### config.mk
export PLATFORM = sky130hd
export DESIGN_NAME = prog_loader
export DESIGN_NICKNAME = d
export VERILOG_FILES = /design/src/rtl/prog_loader.sv
export SDC_FILE = /design/constraint.sdc
export NUM_CORES = 1
export LEC_CHECK = 0
export BUFFER_PORTS_ARGS = -buffer_cell sky130_fd_sc_hd__buf_4
export CORE_UTILIZATION = 40
export DETAILED_ROUTE_END_ITERATION = 16
export PLACE_DENSITY_LB_ADDON = 0.3
export SLEW_MARGIN = 20
export SYNTH_ARGS = -nofsm -noshare
export SYNTH_HDL_FRONTEND = slang
export SYNTH_SLANG_ARGS = --single-unit
### constraint.sdc
create_clock -name clk -period 2.97 [get_ports clk]
set_input_delay 0.594 -clock clk [delete_from_list [all_inputs] [get_ports clk]]
set_output_delay 0.594 -clock clk [all_outputs]
set_load 0.01 [all_outputs]
### src/rtl/prog_loader.sv
// Byte-stream program loader: parses SYNC/LEN/3-byte instruction frames from a
// host receiver and writes 18-bit instructions into the program BRAM port A.
module prog_loader #(
    parameter int unsigned ADDR_WIDTH     = 10,
    parameter logic [7:0]  SYNC_BYTE      = 8'hA5,
    parameter int unsigned TIMEOUT_CYCLES = 50000
) (
    input  logic                  clk,
    input  logic                  reset,
    input  logic [7:0]            rx_data,
    input  logic                  rx_valid,
    output logic                  rx_ready,
    output logic [ADDR_WIDTH-1:0] mem_address,
    output logic [17:0]           mem_instruction,
    output logic [3:0]            mem_we,
    output logic                  proc_reset,
    output logic                  load_busy,
    output logic                  load_done,
    output logic                  load_error
);

    typedef enum logic [3:0] {
        S_IDLE, S_LEN_H, S_LEN_L, S_B0, S_B1, S_B2, S_WRITE, S_CSUM, S_DONE, S_ERR
    } state_t;

    localparam int unsigned TW    = $clog2(TIMEOUT_CYCLES + 1);
    localparam logic [16:0] DEPTH = 17'(2 ** ADDR_WIDTH);

    state_t                  state_q;
    logic                    rx_ready_q;
    logic [ADDR_WIDTH-1:0]   addr_q;
    logic [17:0]             instr_q;
    logic [3:0]              we_q;
    logic                    proc_reset_q;
    logic                    busy_q;
    logic                    done_q;
    logic                    error_q;
    logic [15:0]             len_q;
    logic [16:0]             wr_cnt_q;
    logic [7:0]              sum_q;
    logic [TW-1:0]           timer_q;
    logic [1:0]              b0_q;
    logic [7:0]              b1_q;

    logic                    accept;
    logic                    in_frame;
    logic                    timeout_hit;
    logic [15:0]             len_d;
    logic [7:0]              sum_d;

    assign accept      = rx_valid && rx_ready_q;
    assign in_frame    = (state_q != S_IDLE) && (state_q != S_DONE) && (state_q != S_ERR);
    assign timeout_hit = (timer_q == TW'(TIMEOUT_CYCLES - 1));
    assign len_d       = {len_q[15:8], rx_data};
    assign sum_d       = sum_q + rx_data;

    always_ff @(posedge clk) begin
        if (reset) begin
            state_q      <= S_IDLE;
            rx_ready_q   <= 1'b1;
            addr_q       <= '0;
            instr_q      <= '0;
            we_q         <= '0;
            proc_reset_q <= 1'b0;
            busy_q       <= 1'b0;
            done_q       <= 1'b0;
            error_q      <= 1'b0;
            len_q        <= '0;
            wr_cnt_q     <= '0;
            sum_q        <= '0;
            timer_q      <= '0;
            b0_q         <= '0;
            b1_q         <= '0;
        end else begin
            we_q       <= '0;
            rx_ready_q <= 1'b1;
            if (!in_frame || accept) begin
                timer_q <= '0;
            end else begin
                timer_q <= timer_q + TW'(1);
            end
            if (accept) begin
                sum_q <= sum_d;
            end

            case (state_q)
                // DONE/ERR last one cycle and treat their byte like an IDLE byte
                S_IDLE, S_DONE, S_ERR: begin
                    state_q <= S_IDLE;
                    if (accept && rx_data == SYNC_BYTE) begin
                        state_q      <= S_LEN_H;
                        proc_reset_q <= 1'b1;
                        busy_q       <= 1'b1;
                        done_q       <= 1'b0;
                        error_q      <= 1'b0;
                        sum_q        <= '0;
                        addr_q       <= '0;
                        wr_cnt_q     <= '0;
                    end
                end
                S_LEN_H: begin
                    if (accept) begin
                        len_q[15:8] <= rx_data;
                        state_q     <= S_LEN_L;
                    end
                end
                S_LEN_L: begin
                    if (accept) begin
                        len_q[7:0] <= rx_data;
                        if (len_d == '0 || {1'b0, len_d} > DEPTH) begin
                            state_q <= S_ERR;
                            busy_q  <= 1'b0;
                            error_q <= 1'b1;
                        end else begin
                            state_q <= S_B0;
                        end
                    end
                end
                S_B0: begin
                    if (accept) begin
                        if (rx_data[7:2] != '0) begin
                            state_q <= S_ERR;
                            busy_q  <= 1'b0;
                            error_q <= 1'b1;
                        end else begin
                            b0_q    <= rx_data[1:0];
                            state_q <= S_B1;
                        end
                    end
                end
                S_B1: begin
                    if (accept) begin
                        b1_q    <= rx_data;
                        state_q <= S_B2;
                    end
                end
                S_B2: begin
                    if (accept) begin
                        instr_q    <= {b0_q, b1_q, rx_data};
                        we_q       <= '1;
                        rx_ready_q <= 1'b0;
                        state_q    <= S_WRITE;
                    end
                end
                S_WRITE: begin
                    addr_q   <= addr_q + ADDR_WIDTH'(1);
                    wr_cnt_q <= wr_cnt_q + 17'd1;
                    if (wr_cnt_q + 17'd1 == {1'b0, len_q}) begin
                        state_q <= S_CSUM;
                    end else begin
                        state_q <= S_B0;
                    end
                end
                S_CSUM: begin
                    if (accept) begin
                        busy_q <= 1'b0;
                        if (sum_d == '0) begin
                            state_q      <= S_DONE;
                            done_q       <= 1'b1;
                            proc_reset_q <= 1'b0;
                        end else begin
                            state_q <= S_ERR;
                            error_q <= 1'b1;
                        end
                    end
                end
                default: state_q <= S_IDLE;
            endcase

            // Timeout overrides whatever the frame state decided this cycle
            if (in_frame && !accept && timeout_hit) begin
                state_q <= S_ERR;
                busy_q  <= 1'b0;
                error_q <= 1'b1;
            end
        end
    end

    assign rx_ready        = rx_ready_q;
    assign mem_address     = addr_q;
    assign mem_instruction = instr_q;
    assign mem_we          = we_q;
    assign proc_reset      = proc_reset_q;
    assign load_busy       = busy_q;
    assign load_done       = done_q;
    assign load_error      = error_q;

endmodule

==> results of run 1 <==
registers in the layout (all words and copies together), names as in the netlist, 2 cells and up:
signal,flops
sum_q,8
mem_address,10
timer_q,16
len_q,16
state_q,4
b1_q,8
wr_cnt_q,17
mem_instruction,18
b0_q,2
critical path, delay by kind of cell:
kind            cells  cell delay, ns
buf+inv             1            0.15
compound gates      3            0.84
simple gates        3            0.58
fa+ha+maj           2            0.64
power by group:
group	internal [mW]	switching, mW	leakage [nW]
combinational	0.0771	0.118	1.28
clock	0.615	0.599	0.145
sequential	1.42	0.00830	0.847
total	2.11	0.726	2.28
cell families after synthesis:
kind of cell,after synthesis,synth area share [%]
flops,105,40.0
mux,20,3.81
buf+inv,41,3.26
simple gates,296,27.5
compound gates,132,14.9
xor+xnor,46,7.67
fa+ha+maj,11,2.76
layout make-up:
| class | instances | share of cell area, % |
|---|---|---|
| clock inverters | 6 | 0.963 |
| multi-input cells | 505 | 48.8 |
| repair buffers | 63 | 7.95 |
| well taps | 172 | 3.53 |
| clock buffers | 10 | 3.91 |
| inverters | 6 | 0.369 |
| flip-flops and latches | 105 | 34.4 |
layout by cell type (no fill, tap or decap), types with 3 or more instances in the layout:
cell and instances:
dfxtp_1 105, nor2_1 91, nand2_1 80, a21oi_1 67, buf_4 62, nand3_1 34, xnor2_1 29, o21ai_0 22
mux2i_1 20, xor2_1 17, nor3_1 14, and3_1 12, or3_1 10, ha_1 10, nor4_1 9, clkbuf_16 9
nand4_1 7, inv_1 6, a211oi_1 5, nand3b_1 5, a31oi_1 5, nand2b_1 4, a21o_1 4, o211ai_1 4
nor3_2 3, or4_4 3, o31ai_1 3, or4_1 3, a311oi_1 3, inv_8 3
worst max-delay path by stage:
stage,slack [ns],cells past startpoint,from,end
finish,0.39,9,rx_data[0],proc_reset$_SDFFE_PP0P_
global route,0.27,9,rx_data[0],proc_reset$_SDFFE_PP0P_
CTS,0.44,9,rx_data[0],proc_reset$_SDFFE_PP0P_
detailed placement,0.07,9,rx_data[0],proc_reset$_SDFFE_PP0P_
global placement,0.17,9,rx_data[0],proc_reset$_SDFFE_PP0P_
floorplan,0.52,8,rx_data[0],proc_reset$_SDFFE_PP0P_
per-stage QoR:
step           util, %  total power [mW]  setup WS [ns]  cells  cell area (sq um)
6_report          48.0              2.84          0.391    867               6100
5_1_grt           48.0              2.95          0.267    867               6100
4_1_cts           48.0              2.86          0.437    867               6100
3_5_place_dp      45.6              1.65         0.0652    851               5810
3_3_place_gp      45.6              1.65          0.167    851               5810
2_1_floorplan        -              1.59          0.525    651               5250
per-layer routing:
layer  part of all wire [%]  vias to the layer above
met1                     46                     2186
met5                      0                        -
met4                    1.5                        0
met2                     47                       97
met3                    4.9                       14
li1                       -                     2365
==> metrics.md, run 1 <==
| Metric | Value |
|---|---|
| Final clock skew | `0.0107 ns` |
| Final wirelength | `between 10000 and 15000 um` |
| Crit share post-route | `around 87%` |
| Launching point of the worst reg2reg path | `sum_q[0]$_SDFF_PP0_` |
| Class of the tightest hold or removal check | `flop to flop` |
| R2R setup slack | `0.46 ns` |
| DRT antenna net count | `0` |
| Later-pin clock latency in the skew report | `around 0.36 ns` |
| Core Box Area | `12700 sq um` |
| Worst-case headroom to the max-slew limit | `49.3%` |
| Via count of the first global-routing pass | `~4300` |
| Post-synthesis register bit count | `approximately 110` |
| Layer carrying the most global-route usage | `met2` |
| First-pass GRT wire length | `21400 um` |
| All-Layer GR Usage | `just over 20%` |
| Die boundary height | `between 100 and 150 um` |
| Syn_area_per_cell | `approximately 8.1 sq um` |
| Count of maximum capacitance violations | `0` |
| Number of detailed-routing iterations run before antenna repair | `5` |
| Share of flip-flops with an asynchronous set or reset after synthesis | `0%` |
| Data arrival time of the worst path | `between 2 and 3 ns` |
| Total area of multi-input combinational cells | `about 3000 sq um` |
| Clock transition at the registers of the reported paths | `0.08 ns` |
| Largest area contributor in the synthesized netlist | `dfxtp_1` |
| Worst-case reg-to-reg path depth | `8` |
| YS warnings | `0` |
| Count of buffers added by post-CTS timing repair for setup | `0` |
| CTS hold repair buffers | `0` |
| Initial antenna violation count | `0` |
| Setup TNS Final | `0 ns` |
| Layout cells sized above 1 | `between 10% and 20%` |
| Count of H-tree levels built during CTS | `3` |
| Cell Rows | `about 40` |
| Number of distinct standard cells referenced by the synthesized netlist | `64` |
| Unrepaired setup endpoints after global routing | `no` |
| Clock Sink Count | `about 110` |
| R2R Path End | `proc_reset$_SDFFE_PP0P_` |
| Proportion of synthesized chip area in sequential cells | `between 40% and 50%` |
| DIE AREA | `13600 sq um` |
| DRC violation total after the first TritonRoute iteration | `390` |
| Total of fill cells in the finished design | `about 1300` |
| Setup violators final | `0` |
| Commonest cells in the synthesized netlist | `dfxtp_1 (105), nor2_1 (91), nand2_1 (80), a21oi_1 (67), nand3_1 (34)` |
| Largest cells by area after synthesis | `dfxtp_1 (40%), nor2_1 (6.5%), a21oi_1 (6.4%)` |
| Crit path required time | `around 3.2 ns` |
| Status | `finished, final reports clean` |
| Peak ir drop on the vdd network | `roughly 0.00024 V` |
| Maximum number of pins on one net before global-route repair | `73` |
| Routability Congestion | `between 0.8 and 0.9` |
| Diodes inserted | `0` |
| Leakage dissipation | `approximately 2.3 nW` |
| Number of design rule violations left after detail routing | `0` |
| Synthesis-to-layout area growth | `16.3%` |
| Dominant cell by count in the synthesized netlist | `dfxtp_1` |
| Number of cells on the worst hold path | `1` |
| Hold violation total from the final report | `0` |
| Initial Utilization | `between 40% and 50%` |
| Width of the die | `between 100 and 150 um` |
| Global-route track usage on met3 | `under 10%` |
| Critical Path Fanout Max | `8` |
| Port bufs | `47` |
| Endpoint type of the worst setup path | `flop` |
| Register area | `about 2100 sq um` |
| Post-layout nets | `slightly above 700` |
| Via count | `about 4700` |
| Area share of the leading cell type in the synthesized netlist | `between 40% and 50%` |
| Worst hold path endpoint | `timer_q[0]$_SDFF_PP0_` |
| Worst hold-check slack | `0.451 ns` |
| Syn_nets | `between 600 and 700` |
| Root buffer cell | `clkbuf_16` |
| Power Density | `approximately 460 nW/um^2` |
| Number of buffers created by CTS | `9` |
| Routed WL per cell | `15.0 um` |
| Crit start category | `input port` |
| GRT met2 Usage | `about a third` |
| Maximum buffer depth of the clock tree | `2` |
| Remaining Overflow, GRT | `0` |
| Source of the worst hold timing path | `timer_q[0]$_SDFF_PP0_` |
| Cell chain of the critical path | `buf_4 > ha_1 > fa_1 > a211oi_1 > or4b_2 > nand4_1 > nand4b_1 > o41ai_1 > a21oi_1` |
| Count of cells resized by post-cts repair | `0` |
| Final critical-path required period | `2.58 ns` |
| TritonCTS clock tree | `yes` |
| Post-synth design cell area | `around 5300 sq um` |
| Fin. max-slew vios | `0` |
| Fmax | `~0.39 GHz` |
| Syn Inst Count | `651` |
| Met1 demand-to-capacity share in global routing | `27.6%` |
| Number of flops mapped to enable cells by yosys | `0` |
| Slowest Stage Delay on Critical Path | `0.41 ns` |
| Worst Path Class, Setup | `input port to flop` |
| Worst-path cell with the longest stage delay | `fa_1` |
| I/O pin cnt | `48` |
| Slew of the pin with the lowest slew margin | `about 0.76 ns` |
| Ys flop type | `dfxtp_1` |
| Detailed placer's ending HPWL | `about 9000 um` |
| Vias per std cell | `5.38` |
Note: power is estimated with default switching activity, not from simulation.
==> run 2, diff against run 1 <==
--- a/config.mk
+++ b/config.mk
@@ -6,8 +6,11 @@
 export NUM_CORES = 1
 export LEC_CHECK = 0
 export BUFFER_PORTS_ARGS = -buffer_cell sky130_fd_sc_hd__buf_4
-export CORE_UTILIZATION = 40
+export CELL_PAD_IN_SITES_DETAIL_PLACEMENT = 1
+export CELL_PAD_IN_SITES_GLOBAL_PLACEMENT = 2
+export CORE_UTILIZATION = 35
 export DETAILED_ROUTE_END_ITERATION = 16
+export MAX_ROUTING_LAYER = met4
 export PLACE_DENSITY_LB_ADDON = 0.3
 export SLEW_MARGIN = 20
 export SYNTH_ARGS = -nofsm -noshare
==> metrics.md, run 2 (synthesized netlist as in run 1, its figures left out) <==
| Metric | Value |
|---|---|
| Status | `finished, final reports clean` |
| Detailed placer's ending HPWL | `10600 um` |
| Port bufs | `between 40 and 50` |
| Power Density | `about 470 nW/um^2` |
| Root buffer cell | `clkbuf_16` |
| Number of design rule violations left after detail routing | `0` |
| Via count of the first global-routing pass | `around 5000` |
| Cell Rows | `44` |
| Final wirelength | `roughly 15000 um` |
| Count of buffers added by post-CTS timing repair for setup | `0` |
| Commonest cells after routing, fill and taps aside | `dfxtp_1 (105), nor2_1 (91), nand2_1 (80), a21oi_1 (67), buf_4 (62)` |
| Part of the power in combinational logic | `slightly above 7%` |
| Sequential share of power | `roughly half` |
| Crit path required time | `roughly 3.2 ns` |
| Setup TNS Final | `0 ns` |
| Fin. max-slew vios | `0` |
| Slowest Stage Delay on Critical Path | `~0.5 ns` |
| Data arrival time of the worst path | `2.80 ns` |
| R2R setup slack | `0.50 ns` |
| Synthesis-to-layout area growth | `16.5%` |
| Number of detailed-routing iterations run before antenna repair | `4` |
| Launching point of the worst reg2reg path | `sum_q[1]$_SDFF_PP0_` |
| Diodes inserted | `0` |
| Fmax | `0.389 GHz` |
| Endpoint type of the worst setup path | `flop` |
| Worst-path cell with the longest stage delay | `a2111oi_0` |
| Critical path buffer and inverter count | `1` |
| Worst-case headroom to the max-slew limit | `a little under three fifths` |
| Unrepaired setup endpoints after global routing | `no` |
| Maximum buffer depth of the clock tree | `2` |
| Number of flip-flops in the largest register | `18` |
| TritonCTS clock tree | `yes` |
| Count of H-tree levels built during CTS | `3` |
| Net switching fraction of the power | `~25%` |
| Routed WL per cell | `around 17 um` |
| R2R Path End | `proc_reset$_SDFFE_PP0P_` |
| Internal power | `about 2.2 mW` |
| Final core utilization | `41.9%` |
| Number of cells on the worst hold path | `1` |
| Setup WS post-layout | `roughly 0.4 ns` |
| DIE AREA | `around 15000 sq um` |
| Count of cells resized by post-cts repair | `0` |
| Die boundary height | `124 um` |
| Peak ir drop on the vdd network | `roughly 0.00028 V` |
| Core Box Area | `between 10000 and 15000 sq um` |
| Critical Path Fanout Max | `8` |
| Crit start category | `input port` |
| Maximum number of pins on one net before global-route repair | `39` |
| Final critical-path required period | `between 2 and 3 ns` |
| DRC violation total after the first TritonRoute iteration | `about 260` |
| Top cell family by delay on the critical path | `compound AO/OA/AOI/OAI gates` |
| Width of the die | `approximately 120 um` |
| Post-layout nets | `~710` |
| Initial antenna violation count | `0` |
| Count of maximum capacitance violations | `0` |
| I/O pin cnt | `between 40 and 50` |
| DRT antenna net count | `0` |
| Cell chain of the critical path | `buf_4 > ha_1 > or2_2 > a21o_1 > a2111oi_0 > nand4b_1 > o41ai_1 > a21oi_1` |
| Final clock skew | `around 0.012 ns` |
| Later-pin clock latency in the skew report | `0.36 ns` |
| Initial Utilization | `36.0%` |
| Vias per std cell | `~5.5` |
| Worst hold path endpoint | `timer_q[0]$_SDFF_PP0_` |
| Total number of cells along the worst setup path | `8` |
| Net switching power of the design | `between 0.7 and 0.8 mW` |
| Crit share post-route | `86.5%` |
| Setup violators final | `0` |
| Most common cell after layout, fill and taps aside | `dfxtp_1` |
| First-pass GRT wire length | `25500 um` |
| Share of total power in the clock network | `about 43%` |
| All-Layer GR Usage | `about a fifth` |
| Worst Path Class, Setup | `input port to flop` |
| Routability Congestion | `about 0.85` |
| Clock transition at the registers of the reported paths | `0.07 ns` |
| Source of the worst hold timing path | `timer_q[0]$_SDFF_PP0_` |
| Leakage dissipation | `roughly 2.3 nW` |
| Slew of the pin with the lowest slew margin | `between 0.6 and 0.7 ns` |
| Remaining Overflow, GRT | `0` |
| Via count | `roughly 4800` |
| Worst-case reg-to-reg path depth | `7` |
| CTS hold repair buffers | `0` |
| Number of buffers created by CTS | `9` |
| Layout cells sized above 1 | `a little over an eighth` |
| Pre-CTS setup slack | `roughly 0.027 ns` |
| Hold violation total from the final report | `0` |
| Class of the tightest hold or removal check | `flop to flop` |
| Clock Sink Count | `between 100 and 150` |
==> run 2: worst register-to-register path, cell delays in order (launching register included) <==
cell and delay, ns:
dfxtp_1 0.40, ha_1 0.26, a211o_1 0.30, a21o_1 0.18, a2111oi_0 0.51, nand4b_1 0.28
o41ai_1 0.30, a21oi_1 0.11
==> run 2: cell type report <==
cell class / count / area (sq um)
Multi-Input combinational cell: 505 / 2980
Inverter: 6 / 22.5
Fill cell: 1743 / 8470
Clock inverter: 6 / 66.3
Sequential cell: 105 / 2100
Timing Repair Buffer: 63 / 485
Clock buffer: 10 / 229
Tap cell: 184 / 230
==> run 2: routing by layer <==
metal / track usage, % / wire length, um / vias up
met4: 6.45 / 232 / 0
li1: - / - / 2353
met1: 26.6 / 7260 / 2374
met3: 3.09 / 381 / 18
met5: - / 0 / -
met2: 33.8 / 7090 / 69
==> run 2: how the worst max path moves through the flow <==
| stage | startpoint | to |
|---|---|---|
| after floorplan | rx_data[0] | proc_reset$_SDFFE_PP0P_ |
| after global placement | rx_data[0] | proc_reset$_SDFFE_PP0P_ |
| after detailed placement | rx_data[2] | proc_reset$_SDFFE_PP0P_ |
| after CTS | rx_data[2] | proc_reset$_SDFFE_PP0P_ |
| after global routing | rx_data[2] | proc_reset$_SDFFE_PP0P_ |
| final | rx_data[2] | proc_reset$_SDFFE_PP0P_ |
==> run 2: power by group through the flow <==
| stage | logic [mW] | clock network, mW | registers (mW) |
|---|---|---|---|
| 6_report | 0.205 | 1.22 | 1.43 |
| 5_1_grt | 0.226 | 1.32 | 1.43 |
| 4_1_cts | 0.205 | 1.27 | 1.43 |
| 3_5_place_dp | 0.203 | 0 | 1.46 |
| 3_3_place_gp | 0.194 | 0 | 1.46 |
| 2_1_floorplan | 0.134 | 0 | 1.46 |
==> run 2: metrics by stage <==
step	instance area (sq um)	cells	hold slack, ns	power (mW)
floorplan	5250	651	0.413	1.59
global placement	5820	863	0.423	1.65
detailed placement	5820	863	0.439	1.66
CTS	6120	879	0.456	2.90
global route	6120	879	0.470	2.97
finish	6120	879	0.454	2.86
==> run 3, diff against run 2 <==
--- a/config.mk
+++ b/config.mk
@@ -8,6 +8,7 @@
 export BUFFER_PORTS_ARGS = -buffer_cell sky130_fd_sc_hd__buf_4
 export CELL_PAD_IN_SITES_DETAIL_PLACEMENT = 1
 export CELL_PAD_IN_SITES_GLOBAL_PLACEMENT = 2
+export CORE_MARGIN = 2
 export CORE_UTILIZATION = 35
 export DETAILED_ROUTE_END_ITERATION = 16
 export MAX_ROUTING_LAYER = met4
==> metrics.md, run 3 (synthesized netlist as in run 1, its figures left out) <==
| Metric | Value |
|---|---|
| Count of H-tree levels built during CTS | `3` |
| Number of detailed-routing iterations run before antenna repair | `4` |
| Port bufs | `between 40 and 50` |
| Placed instance area | `roughly 5800 sq um` |
| Cell area after layout | `6080 sq um` |
| Count of buffers added by post-CTS timing repair for setup | `0` |
| Hold violation total from the final report | `0` |
| Routed WL per cell | `~17 um` |
| Commonest cells after routing, fill and taps aside | `dfxtp_1 (105), nor2_1 (91), nand2_1 (80), a21oi_1 (67), buf_4 (62)` |
| Die boundary height | `approximately 130 um` |
| Setup TNS Final | `0 ns` |
| Remaining Overflow, GRT | `0` |
| Count of maximum capacitance violations | `0` |
| Source of the worst hold timing path | `timer_q[0]$_SDFF_PP0_` |
| First-pass GRT wire length | `~25000 um` |
| Crit start category | `input port` |
| R2R Path End | `state_q[2]$_SDFFE_PP0P_` |
| Number of cells on the worst hold path | `1` |
| Final clock skew | `around 0.0043 ns` |
| DIE AREA | `between 15000 and 20000 sq um` |
| Data arrival time of the worst path | `approximately 2.8 ns` |
| Number of buffers created by CTS | `9` |
| Worst hold path endpoint | `timer_q[0]$_SDFF_PP0_` |
| Vias per std cell | `~5.4` |
| Clock transition at the registers of the reported paths | `0.07 ns` |
| Crit share post-route | `between 80% and 90%` |
| Crit path required time | `between 3 and 4 ns` |
| Post-layout nets | `slightly above 700` |
| Class of the tightest hold or removal check | `flop to flop` |
| Count of cells resized by post-cts repair | `0` |
| All-Layer GR Usage | `approximately a fifth` |
| Status | `finished, final reports clean` |
| Worst-case reg-to-reg path depth | `6` |
| Unrepaired setup endpoints after global routing | `no` |
| TritonCTS clock tree | `yes` |
| Via count of the first global-routing pass | `roughly 5000` |
| Clock Sink Count | `around 110` |
| Core Box Area | `14600 sq um` |
| Layout cells sized above 1 | `13.5%` |
| Critical Path Fanout Max | `8` |
| Most common cell after layout, fill and taps aside | `dfxtp_1` |
| Maximum number of pins on one net before global-route repair | `41` |
| CTS hold repair buffers | `0` |
| Launching point of the worst reg2reg path | `timer_q[5]$_SDFF_PP0_` |
| Number of flip-flops in the largest register | `18` |
| Routability Congestion | `approximately 0.83` |
| Number of design rule violations left after detail routing | `0` |
| Fmax | `approximately 0.4 GHz` |
| Leakage dissipation | `~2.3 nW` |
| Root buffer cell | `clkbuf_16` |
| Width of the die | `around 130 um` |
| Fin. max-slew vios | `0` |
| Initial Utilization | `a little over a third` |
| Maximum buffer depth of the clock tree | `2` |
| Detailed placer's ending HPWL | `~11000 um` |
| Diodes inserted | `0` |
| R2R setup slack | `0.52 ns` |
| DRC violation total after the first TritonRoute iteration | `234` |
| Total of fill cells in the finished design | `~1800` |
| Via count | `4784` |
| Power Density | `~450 nW/um^2` |
| Initial antenna violation count | `0` |
| Slew of the pin with the lowest slew margin | `about 0.7 ns` |
| Pre-CTS setup slack | `~0.072 ns` |
| Later-pin clock latency in the skew report | `about 0.35 ns` |
| Final critical-path required period | `2.56 ns` |
| Peak ir drop on the vdd network | `roughly 0.00032 V` |
| Worst-case headroom to the max-slew limit | `53.4%` |
| I/O pin cnt | `48` |
| Cell Rows | `44` |
| Worst Path Class, Setup | `input port to flop` |
| Setup WS post-layout | `around 0.41 ns` |
| Setup violators final | `0` |
| Endpoint type of the worst setup path | `flop` |
| Final wirelength | `about 15000 um` |
| DRT antenna net count | `0` |
| Synthesis-to-layout area growth | `15.8%` |
| Worst hold-check slack | `approximately 0.44 ns` |
-- run 3: cell type report --
| class | instances | area (sq um) | area share (%) |
|---|---|---|---|
| multi-input combinational | 505 | 2980 | 49.0 |
| inverter | 6 | 22.5 | 0.370 |
| clock buffer | 9 | 225 | 3.70 |
| sequential | 105 | 2100 | 34.6 |
| clock inverter | 7 | 55.1 | 0.905 |
| tap | 184 | 230 | 3.79 |
| timing repair buffer | 62 | 465 | 7.65 |
-- run 3: worst max-delay path, cell delays in order --
cell,delay (ns)
buf_4,0.15
ha_1,0.23
fa_1,0.41
a211oi_1,0.40
or4b_2,0.21
nand4_1,0.11
nand4b_1,0.26
o41ai_1,0.30
a21oi_1,0.11
-- run 3: how the worst max path moves through the flow --
stage,startpoint,endpoint,depth (start not counted)
after floorplan,rx_data[0],proc_reset$_SDFFE_PP0P_,8
after global placement,rx_data[2],proc_reset$_SDFFE_PP0P_,8
after detailed placement,rx_data[2],proc_reset$_SDFFE_PP0P_,8
after CTS,rx_data[2],proc_reset$_SDFFE_PP0P_,8
after global routing,rx_data[0],proc_reset$_SDFFE_PP0P_,9
final,rx_data[0],proc_reset$_SDFFE_PP0P_,9
-- run 3: routing by layer --
| metal | vias up | share of wire, % | GRT usage (%) |
|---|---|---|---|
| met5 | - | 0 | - |
| met4 | 0 | 1.3 | 4.78 |
| met3 | 13 | 2.3 | 3.46 |
| met2 | 50 | 48 | 31.9 |
| met1 | 2363 | 48 | 25.1 |
| li1 | 2358 | - | - |
-- run 3: metrics by stage --
stage | total power, mW | util [%] | instances
floorplan | 1.59 | - | 651
global placement | 1.65 | 39.8 | 862
detailed placement | 1.66 | 39.8 | 862
CTS | 2.81 | 41.7 | 878
global route | 2.89 | 41.7 | 878
finish | 2.77 | 41.7 | 878
-- run 3: where the power goes --
part	internal, mW	switching (mW)
Clock	0.577	0.562
Combinational	0.0753	0.124
Sequential	1.42	0.00787
Total	2.07	0.694
